[config.mk]
export PLATFORM = sky130hd
export DESIGN_NAME = multicycle_ctrl
export DESIGN_NICKNAME = d
export VERILOG_FILES = /design/src/rtl/mc_pkg.sv /design/src/rtl/mc_aludec.sv /design/src/rtl/multicycle_ctrl.sv
export SDC_FILE = /design/constraint.sdc
export NUM_CORES = 1
export LEC_CHECK = 0
export ABC_AREA = 1
export BUFFER_PORTS_ARGS = -buffer_cell sky130_fd_sc_hd__buf_2
export CORE_ASPECT_RATIO = 0.6
export CORE_MARGIN = 1
export CORE_UTILIZATION = 30
export DETAILED_ROUTE_END_ITERATION = 10
export PLACE_DENSITY_LB_ADDON = 0.25
export SLEW_MARGIN = 10
export SYNTH_ARGS = -nofsm -noshare
export SYNTH_HDL_FRONTEND = slang
export SYNTH_SLANG_ARGS = --single-unit
export TNS_END_PERCENT = 30
[constraint.sdc]
create_clock -name clk -period 3.4 [get_ports clk]
set_clock_uncertainty 0.05 [all_clocks]
set_input_delay 0.34 -clock clk [delete_from_list [all_inputs] [get_ports clk]]
set_output_delay 0.34 -clock clk [all_outputs]
set_load 0.1 [all_outputs]
[src/rtl/mc_pkg.sv]
// Shared types and constants for the multicycle RISC-V control unit:
// FSM state enum, opcode values, ALU operation codes and mux selects.
package mc_pkg;

    typedef enum logic [3:0] {
        S_FETCH    = 4'd0,
        S_DECODE   = 4'd1,
        S_MEMADR   = 4'd2,
        S_MEMREAD  = 4'd3,
        S_MEMWB    = 4'd4,
        S_MEMWRITE = 4'd5,
        S_EXECR    = 4'd6,
        S_EXECI    = 4'd7,
        S_ALUWB    = 4'd8,
        S_BEQ      = 4'd9,
        S_JAL      = 4'd10,
        S_ERR      = 4'd11
    } state_t;

    localparam logic [6:0] OP_LW     = 7'b0000011;
    localparam logic [6:0] OP_SW     = 7'b0100011;
    localparam logic [6:0] OP_RTYPE  = 7'b0110011;
    localparam logic [6:0] OP_CUSTOM = 7'b0001011;
    localparam logic [6:0] OP_ITYPE  = 7'b0010011;
    localparam logic [6:0] OP_BEQ    = 7'b1100011;
    localparam logic [6:0] OP_JAL    = 7'b1101111;

    localparam logic [4:0] ALU_ADD  = 5'b00000;
    localparam logic [4:0] ALU_SUB  = 5'b00001;
    localparam logic [4:0] ALU_AND  = 5'b00010;
    localparam logic [4:0] ALU_OR   = 5'b00011;
    localparam logic [4:0] ALU_SLT  = 5'b00101;
    localparam logic [4:0] ALU_ANDN = 5'b10000;
    localparam logic [4:0] ALU_ORN  = 5'b10001;
    localparam logic [4:0] ALU_XNOR = 5'b10010;
    localparam logic [4:0] ALU_MIN  = 5'b10011;
    localparam logic [4:0] ALU_MAX  = 5'b10100;
    localparam logic [4:0] ALU_MINU = 5'b10101;
    localparam logic [4:0] ALU_MAXU = 5'b10110;
    localparam logic [4:0] ALU_ROL  = 5'b10111;
    localparam logic [4:0] ALU_ROR  = 5'b11000;
    localparam logic [4:0] ALU_ABS  = 5'b11001;

    localparam logic [1:0] RES_ALUOUT = 2'b00;
    localparam logic [1:0] RES_DATA   = 2'b01;
    localparam logic [1:0] RES_ALURES = 2'b10;

    localparam logic [1:0] SRCA_PC    = 2'b00;
    localparam logic [1:0] SRCA_OLDPC = 2'b01;
    localparam logic [1:0] SRCA_RS1   = 2'b10;

    localparam logic [1:0] SRCB_RS2   = 2'b00;
    localparam logic [1:0] SRCB_IMM   = 2'b01;
    localparam logic [1:0] SRCB_FOUR  = 2'b10;

    localparam logic [1:0] IMM_I = 2'b00;
    localparam logic [1:0] IMM_S = 2'b01;
    localparam logic [1:0] IMM_B = 2'b10;
    localparam logic [1:0] IMM_J = 2'b11;

    // Successor of DECODE; unknown opcodes trap into ERR.
    function automatic state_t decode_next(input logic [6:0] op);
        state_t nxt;
        case (op)
            OP_LW, OP_SW:         nxt = S_MEMADR;
            OP_RTYPE, OP_CUSTOM:  nxt = S_EXECR;
            OP_ITYPE:             nxt = S_EXECI;
            OP_BEQ:               nxt = S_BEQ;
            OP_JAL:               nxt = S_JAL;
            default:              nxt = S_ERR;
        endcase
        return nxt;
    endfunction

endpackage

[src/rtl/mc_aludec.sv]
// ALU decoder: maps (op, funct3, funct7) to an ALUControl code and a
// valid bit. Ports: op, funct3, funct7 in; alu_ctrl, valid out.
module mc_aludec
    import mc_pkg::*;
(
    input  logic [6:0] op,
    input  logic [2:0] funct3,
    input  logic [6:0] funct7,
    output logic [4:0] alu_ctrl,
    output logic       valid
);

    always_comb begin
        alu_ctrl = ALU_ADD;
        valid    = 1'b0;
        case (op)
            OP_RTYPE, OP_ITYPE: begin
                valid = 1'b1;
                case (funct3)
                    // op[5] separates register from immediate form;
                    // only the register form may subtract.
                    3'b000:  alu_ctrl = (op[5] & funct7[5]) ? ALU_SUB
                                                            : ALU_ADD;
                    3'b010:  alu_ctrl = ALU_SLT;
                    3'b110:  alu_ctrl = ALU_OR;
                    3'b111:  alu_ctrl = ALU_AND;
                    default: valid = 1'b0;
                endcase
            end
            OP_CUSTOM: begin
                valid = 1'b1;
                case ({funct7, funct3})
                    10'b0000000_000: alu_ctrl = ALU_ANDN;
                    10'b0000000_001: alu_ctrl = ALU_ORN;
                    10'b0000000_010: alu_ctrl = ALU_XNOR;
                    10'b0000001_000: alu_ctrl = ALU_MIN;
                    10'b0000001_001: alu_ctrl = ALU_MAX;
                    10'b0000001_010: alu_ctrl = ALU_MINU;
                    10'b0000001_011: alu_ctrl = ALU_MAXU;
                    10'b0000010_000: alu_ctrl = ALU_ROL;
                    10'b0000010_001: alu_ctrl = ALU_ROR;
                    10'b0000011_000: alu_ctrl = ALU_ABS;
                    default:         valid = 1'b0;
                endcase
            end
            default: ;
        endcase
    end

endmodule

[src/rtl/multicycle_ctrl.sv]
// Multicycle RISC-V control FSM with unified-memory handshake.
// In: clk, reset, op, funct3, funct7, Zero, mem_ready.
// Out: datapath enables/selects, ALUControl, illegal, instret, state.
module multicycle_ctrl
    import mc_pkg::*;
(
    input  logic        clk,
    input  logic        reset,
    input  logic [6:0]  op,
    input  logic [2:0]  funct3,
    input  logic [6:0]  funct7,
    input  logic        Zero,
    input  logic        mem_ready,
    output logic        PCWrite,
    output logic        AdrSrc,
    output logic        IRWrite,
    output logic        RegWrite,
    output logic        MemWrite,
    output logic [1:0]  ResultSrc,
    output logic [1:0]  ALUSrcA,
    output logic [1:0]  ALUSrcB,
    output logic [1:0]  ImmSrc,
    output logic [4:0]  ALUControl,
    output logic        illegal,
    output logic [31:0] instret,
    output logic [3:0]  state
);

    state_t     cur;
    logic [4:0] dec_alu;
    logic       dec_valid;
    logic       retire;

    mc_aludec u_aludec (
        .op       (op),
        .funct3   (funct3),
        .funct7   (funct7),
        .alu_ctrl (dec_alu),
        .valid    (dec_valid)
    );

    assign state = cur;

    // An instruction retires on the last transition back to FETCH.
    assign retire = (cur == S_MEMWB)
                  | (cur == S_ALUWB)
                  | (cur == S_BEQ)
                  | ((cur == S_MEMWRITE) & mem_ready);

    always_ff @(posedge clk or posedge reset) begin
        if (reset) begin
            cur     <= S_FETCH;
            instret <= '0;
        end else begin
            unique case (cur)
                S_FETCH:
                    if (mem_ready) cur <= S_DECODE;
                S_DECODE:
                    cur <= decode_next(op);
                S_MEMADR:
                    cur <= op[5] ? S_MEMWRITE : S_MEMREAD;
                S_MEMREAD:
                    if (mem_ready) cur <= S_MEMWB;
                S_MEMWB:
                    cur <= S_FETCH;
                S_MEMWRITE:
                    if (mem_ready) cur <= S_FETCH;
                S_EXECR, S_EXECI:
                    cur <= dec_valid ? S_ALUWB : S_ERR;
                S_ALUWB:
                    cur <= S_FETCH;
                S_BEQ:
                    cur <= S_FETCH;
                S_JAL:
                    cur <= S_ALUWB;
                S_ERR:
                    cur <= S_ERR;
                default:
                    cur <= S_ERR;
            endcase
            if (retire) instret <= instret + 32'd1;
        end
    end

    always_comb begin
        PCWrite    = 1'b0;
        AdrSrc     = 1'b0;
        IRWrite    = 1'b0;
        RegWrite   = 1'b0;
        MemWrite   = 1'b0;
        ResultSrc  = RES_ALUOUT;
        ALUSrcA    = SRCA_PC;
        ALUSrcB    = SRCB_RS2;
        ImmSrc     = IMM_I;
        ALUControl = ALU_ADD;
        illegal    = 1'b0;
        unique case (cur)
            S_FETCH: begin
                ALUSrcB   = SRCB_FOUR;
                ResultSrc = RES_ALURES;
                IRWrite   = mem_ready;
                PCWrite   = mem_ready;
            end
            S_DECODE: begin
                ALUSrcA = SRCA_OLDPC;
                ALUSrcB = SRCB_IMM;
                ImmSrc  = IMM_B;
            end
            S_MEMADR: begin
                ALUSrcA = SRCA_RS1;
                ALUSrcB = SRCB_IMM;
                ImmSrc  = op[5] ? IMM_S : IMM_I;
            end
            S_MEMREAD: begin
                AdrSrc = 1'b1;
            end
            S_MEMWB: begin
                ResultSrc = RES_DATA;
                RegWrite  = 1'b1;
            end
            S_MEMWRITE: begin
                AdrSrc   = 1'b1;
                MemWrite = 1'b1;
            end
            S_EXECR: begin
                ALUSrcA    = SRCA_RS1;
                ALUControl = dec_alu;
            end
            S_EXECI: begin
                ALUSrcA    = SRCA_RS1;
                ALUSrcB    = SRCB_IMM;
                ALUControl = dec_alu;
            end
            S_ALUWB: begin
                RegWrite = 1'b1;
            end
            S_BEQ: begin
                ALUSrcA    = SRCA_RS1;
                ALUControl = ALU_SUB;
                PCWrite    = Zero;
            end
            S_JAL: begin
                ALUSrcA = SRCA_OLDPC;
                ALUSrcB = SRCB_FOUR;
                ImmSrc  = IMM_J;
                PCWrite = 1'b1;
            end
            S_ERR: begin
                illegal = 1'b1;
            end
            default: begin
                illegal = 1'b1;
            end
        endcase
        // FETCH is Mealy on mem_ready, so the async reset alone
        // would not keep the enables quiet while reset is held.
        if (reset) begin
            PCWrite  = 1'b0;
            IRWrite  = 1'b0;
            RegWrite = 1'b0;
            MemWrite = 1'b0;
        end
    end

endmodule

==> run_results.csv <==
group,metric,value,unit
outcome,outcome,"completed",
critical_path,reg2regPathDepth,11,
synth,synthTopCellsByArea,"dfrtp_1 (34%), nand2_1 (17%), nor2_1 (7.7%)",
synth,synth_cells,399,
clocking,clock_latency,280,ps
synth,syn_nets,421,
sta,worst_pin_slew,603.9,ps
layout,nFillCells,937,
clocking,cts-resized-gates,0,
die,core_area,8523,sq um
critical_path,crit_slowest_cell,"nor3_1",
place,hpwl,6.185,mm
grt,overflow,0,
critical_path,reg2reg_slack,1440,ps
synth,seq_area_frac_synth,34.04,%
pwr,p_total,1.041,mW
routing,drtPass1Iterations,5,
grt,grt_antenna_before_repair,0,
synth,synth_top_area_cell,"dfrtp_1",
pwr,cellPowerDensity,310.2,nW/um^2
die,die_y,74.75,um
critical_path,cpPeakStageDelay,510,ps
critical_path,path_max_fanout,5,
clocking,htree_num_levels,2,
layout,stdcell_count,593,
layout,final_common_cell,"nand2_1",
critical_path,worst-setup-path-type,"in2out",
layout,utilization,39.36,%
critical_path,rr_endpoint,"instret[27]",
synth,synth_top_area_share,34.04,%
critical_path,endpoint_kind,"output pin",
routing,ant_nets,0,
synth,syn_area_per_cell,6.632,sq um
critical_path,crit_chain,"buf_2, nor3_1, nand2_1, nor2_1, a31oi_1, nand2_1, nand2_1, nand2_1, buf_2",
critical_path,r2r_start,"state[0]",
job,cap_violations,0,
worst_hold_path,hold_class,"in2async",
clocking,cts_setup_buffers,0,
clocking,clkTransAtPathRegs,60,ps
pwr,p_leak,1.709,nW
layout,drive_above_1_share,23.28,%
place,place.gp.congestion,0.9030,
sta,rsz0062_at_grt,"no",
critical_path,cp.required,3010,ps
critical_path,cpMostUsedCell,"nand2_1",
grt,grt_pass1_vias,2344,
synth,synthMuxAreaShare,0,%
synth,synth_edf_count,0,
place,dp_cells,585,
sta,final.min_clock_period,2557,ps
layout,mostFrequentLayoutCells,"nand2_1 (119), buf_2 (75), nor2_1 (52), inv_1 (52), dfrtp_1 (36)",
die,placementRows,26,
routing,postRouteWirelength,7.632,mm
synth,synth-compound-area-share,4.728,%
sta,hold_viol_final,0,
routing,wl_per_cell,12.87,um
synth,synth_top_family_by_area,"simple AND/OR/NAND/NOR gates",
synth,yosysWarnings,0,
sta,fin_ws,843.4,ps
synth,synthAdderAreaFrac,0.4728,%
die,dieArea,9213,sq um
routing,drt_iter0_markers,210,
synth,synth-simple-area-share,43.64,%
place,io_buffers,75,
synth,ys_ff_latch,36,
synth,synth-main-ff-cell,"dfrtp_1",
die,boundaryPins,76,
critical_path,cp-start-kind,"input port",
layout,nets,502,
routing,via_per_inst,4.767,
clocking,ctsHoldBuffers,0,
clocking,clockBufferDepth,2,
pwr,peakVddDrop,0.1753,mV
synth,async_flop_share,100.0,%
sta,fmax,391.1,MHz
clocking,cts_tree,"yes",
die,die_w,123.3,um
synth,synthesis.area,2646,sq um
sta,finalSetupViolCount,0,
synth,synth-xor-area-share,8.274,%
critical_path,cp_data_arrival_time,2170,ps
place,dp_slack,919.2,ps
layout,antenna_cells,0,
clocking,cts-root-buf,"clkbuf_16",
clocking,cts_buffers,5,
grt,grt_start_max_net_pins,37,
sta,finalCritPeriodShare,75.19,%
grt,grt_pass1_wl,11.85,mm
sta,drv_slew,0,
die,initial_core_util,31.05,%
routing,dr_total_vias,2827,
routing,drc,0,
layout,area_growth,26.76,%
grt,grt.total_usage,16.95,%
clocking,clock_sinks,36,
synth,synth.distinct_cells,31,
sta,relSlewSlack,59.43,%
state kept, by name, summed over array words and instances (netlist names):
name and cells:
state 4, instret 32
cells in the mapped netlist, types with 2 or more instances:
library cell	n
nor2_2	5
o21ai_0	11
nor2_1	54
inv_2	7
nor2_4	4
dfrtp_1	36
nand2_1	119
a21oi_1	9
nor3_1	16
nand3_1	25
xnor2_1	7
nand4_1	14
nand2_2	2
a31oi_1	2
nor4_1	2
and3_1	2
xor2_1	18
inv_1	52
nand3b_1	2
worst max-delay path: cells and delay by family:
family	cells	cell delay [ps]
AOI/OAI and AO/OA	1	110
buffers and inverters	2	550
and+or+nand+nor	6	1170
how the worst max path moves through the flow:
| stage | cells past startpoint | slack, ps | start | endpoint |
|---|---|---|---|---|
| after floorplan | 5 | -360 | state[1] | IRWrite |
| after global placement | 9 | 800 | op[3] | ALUControl[0] |
| after detailed placement | 9 | 920 | op[3] | ALUControl[0] |
| after CTS | 9 | 910 | op[2] | ALUControl[0] |
| after global routing | 10 | 690 | op[1] | ALUControl[0] |
| final | 9 | 840 | op[3] | ALUControl[0] |
report_power, final:
group / switching (mW) / internal, mW
Clock: 0.175 / 0.386
Combinational: 0.0358 / 0.0149
Sequential: 0 / 0.429
logic make-up after synthesis:
logic type | count (synthesis)
compound gates | 24
xor+xnor | 25
fa+ha+maj | 1
buf+inv | 61
flops | 36
simple gates | 252
through the flow:
stage / hold slack, ps / cell area, sq um / setup TNS (ps)
6_report: 150.6 / 3354 / 0
5_1_grt: 209.2 / 3354 / 0
4_1_cts: 178.2 / 3354 / 0
3_5_place_dp: 435.6 / 3172 / 0
3_3_place_gp: 427.8 / 3172 / 0
2_1_floorplan: 457.0 / 2661 / -592.5
layer usage:
layer / track usage, % / wire [um] / vias up
met1: 27.87 / 4362 / 1310
li1: - / - / 1427
met5: 0 / 0 / -
met3: 4.318 / 510 / 8
met2: 20.73 / 2699 / 82
met4: 4.016 / 59 / 0
cell type report:
class / count / area, sq um / share of cell area (%)
Clock buffer: 7 / 152.6 / 4.551
Clock inverter: 1 / 30.03 / 0.8952
Timing Repair Buffer: 76 / 382.9 / 11.41
Multi-Input combinational cell: 302 / 1526 / 45.51
Tap cell: 112 / 140.1 / 4.178
Inverter: 59 / 221.5 / 6.602
Sequential cell: 36 / 900.9 / 26.86
Note: power is estimated with default switching activity, not from simulation.
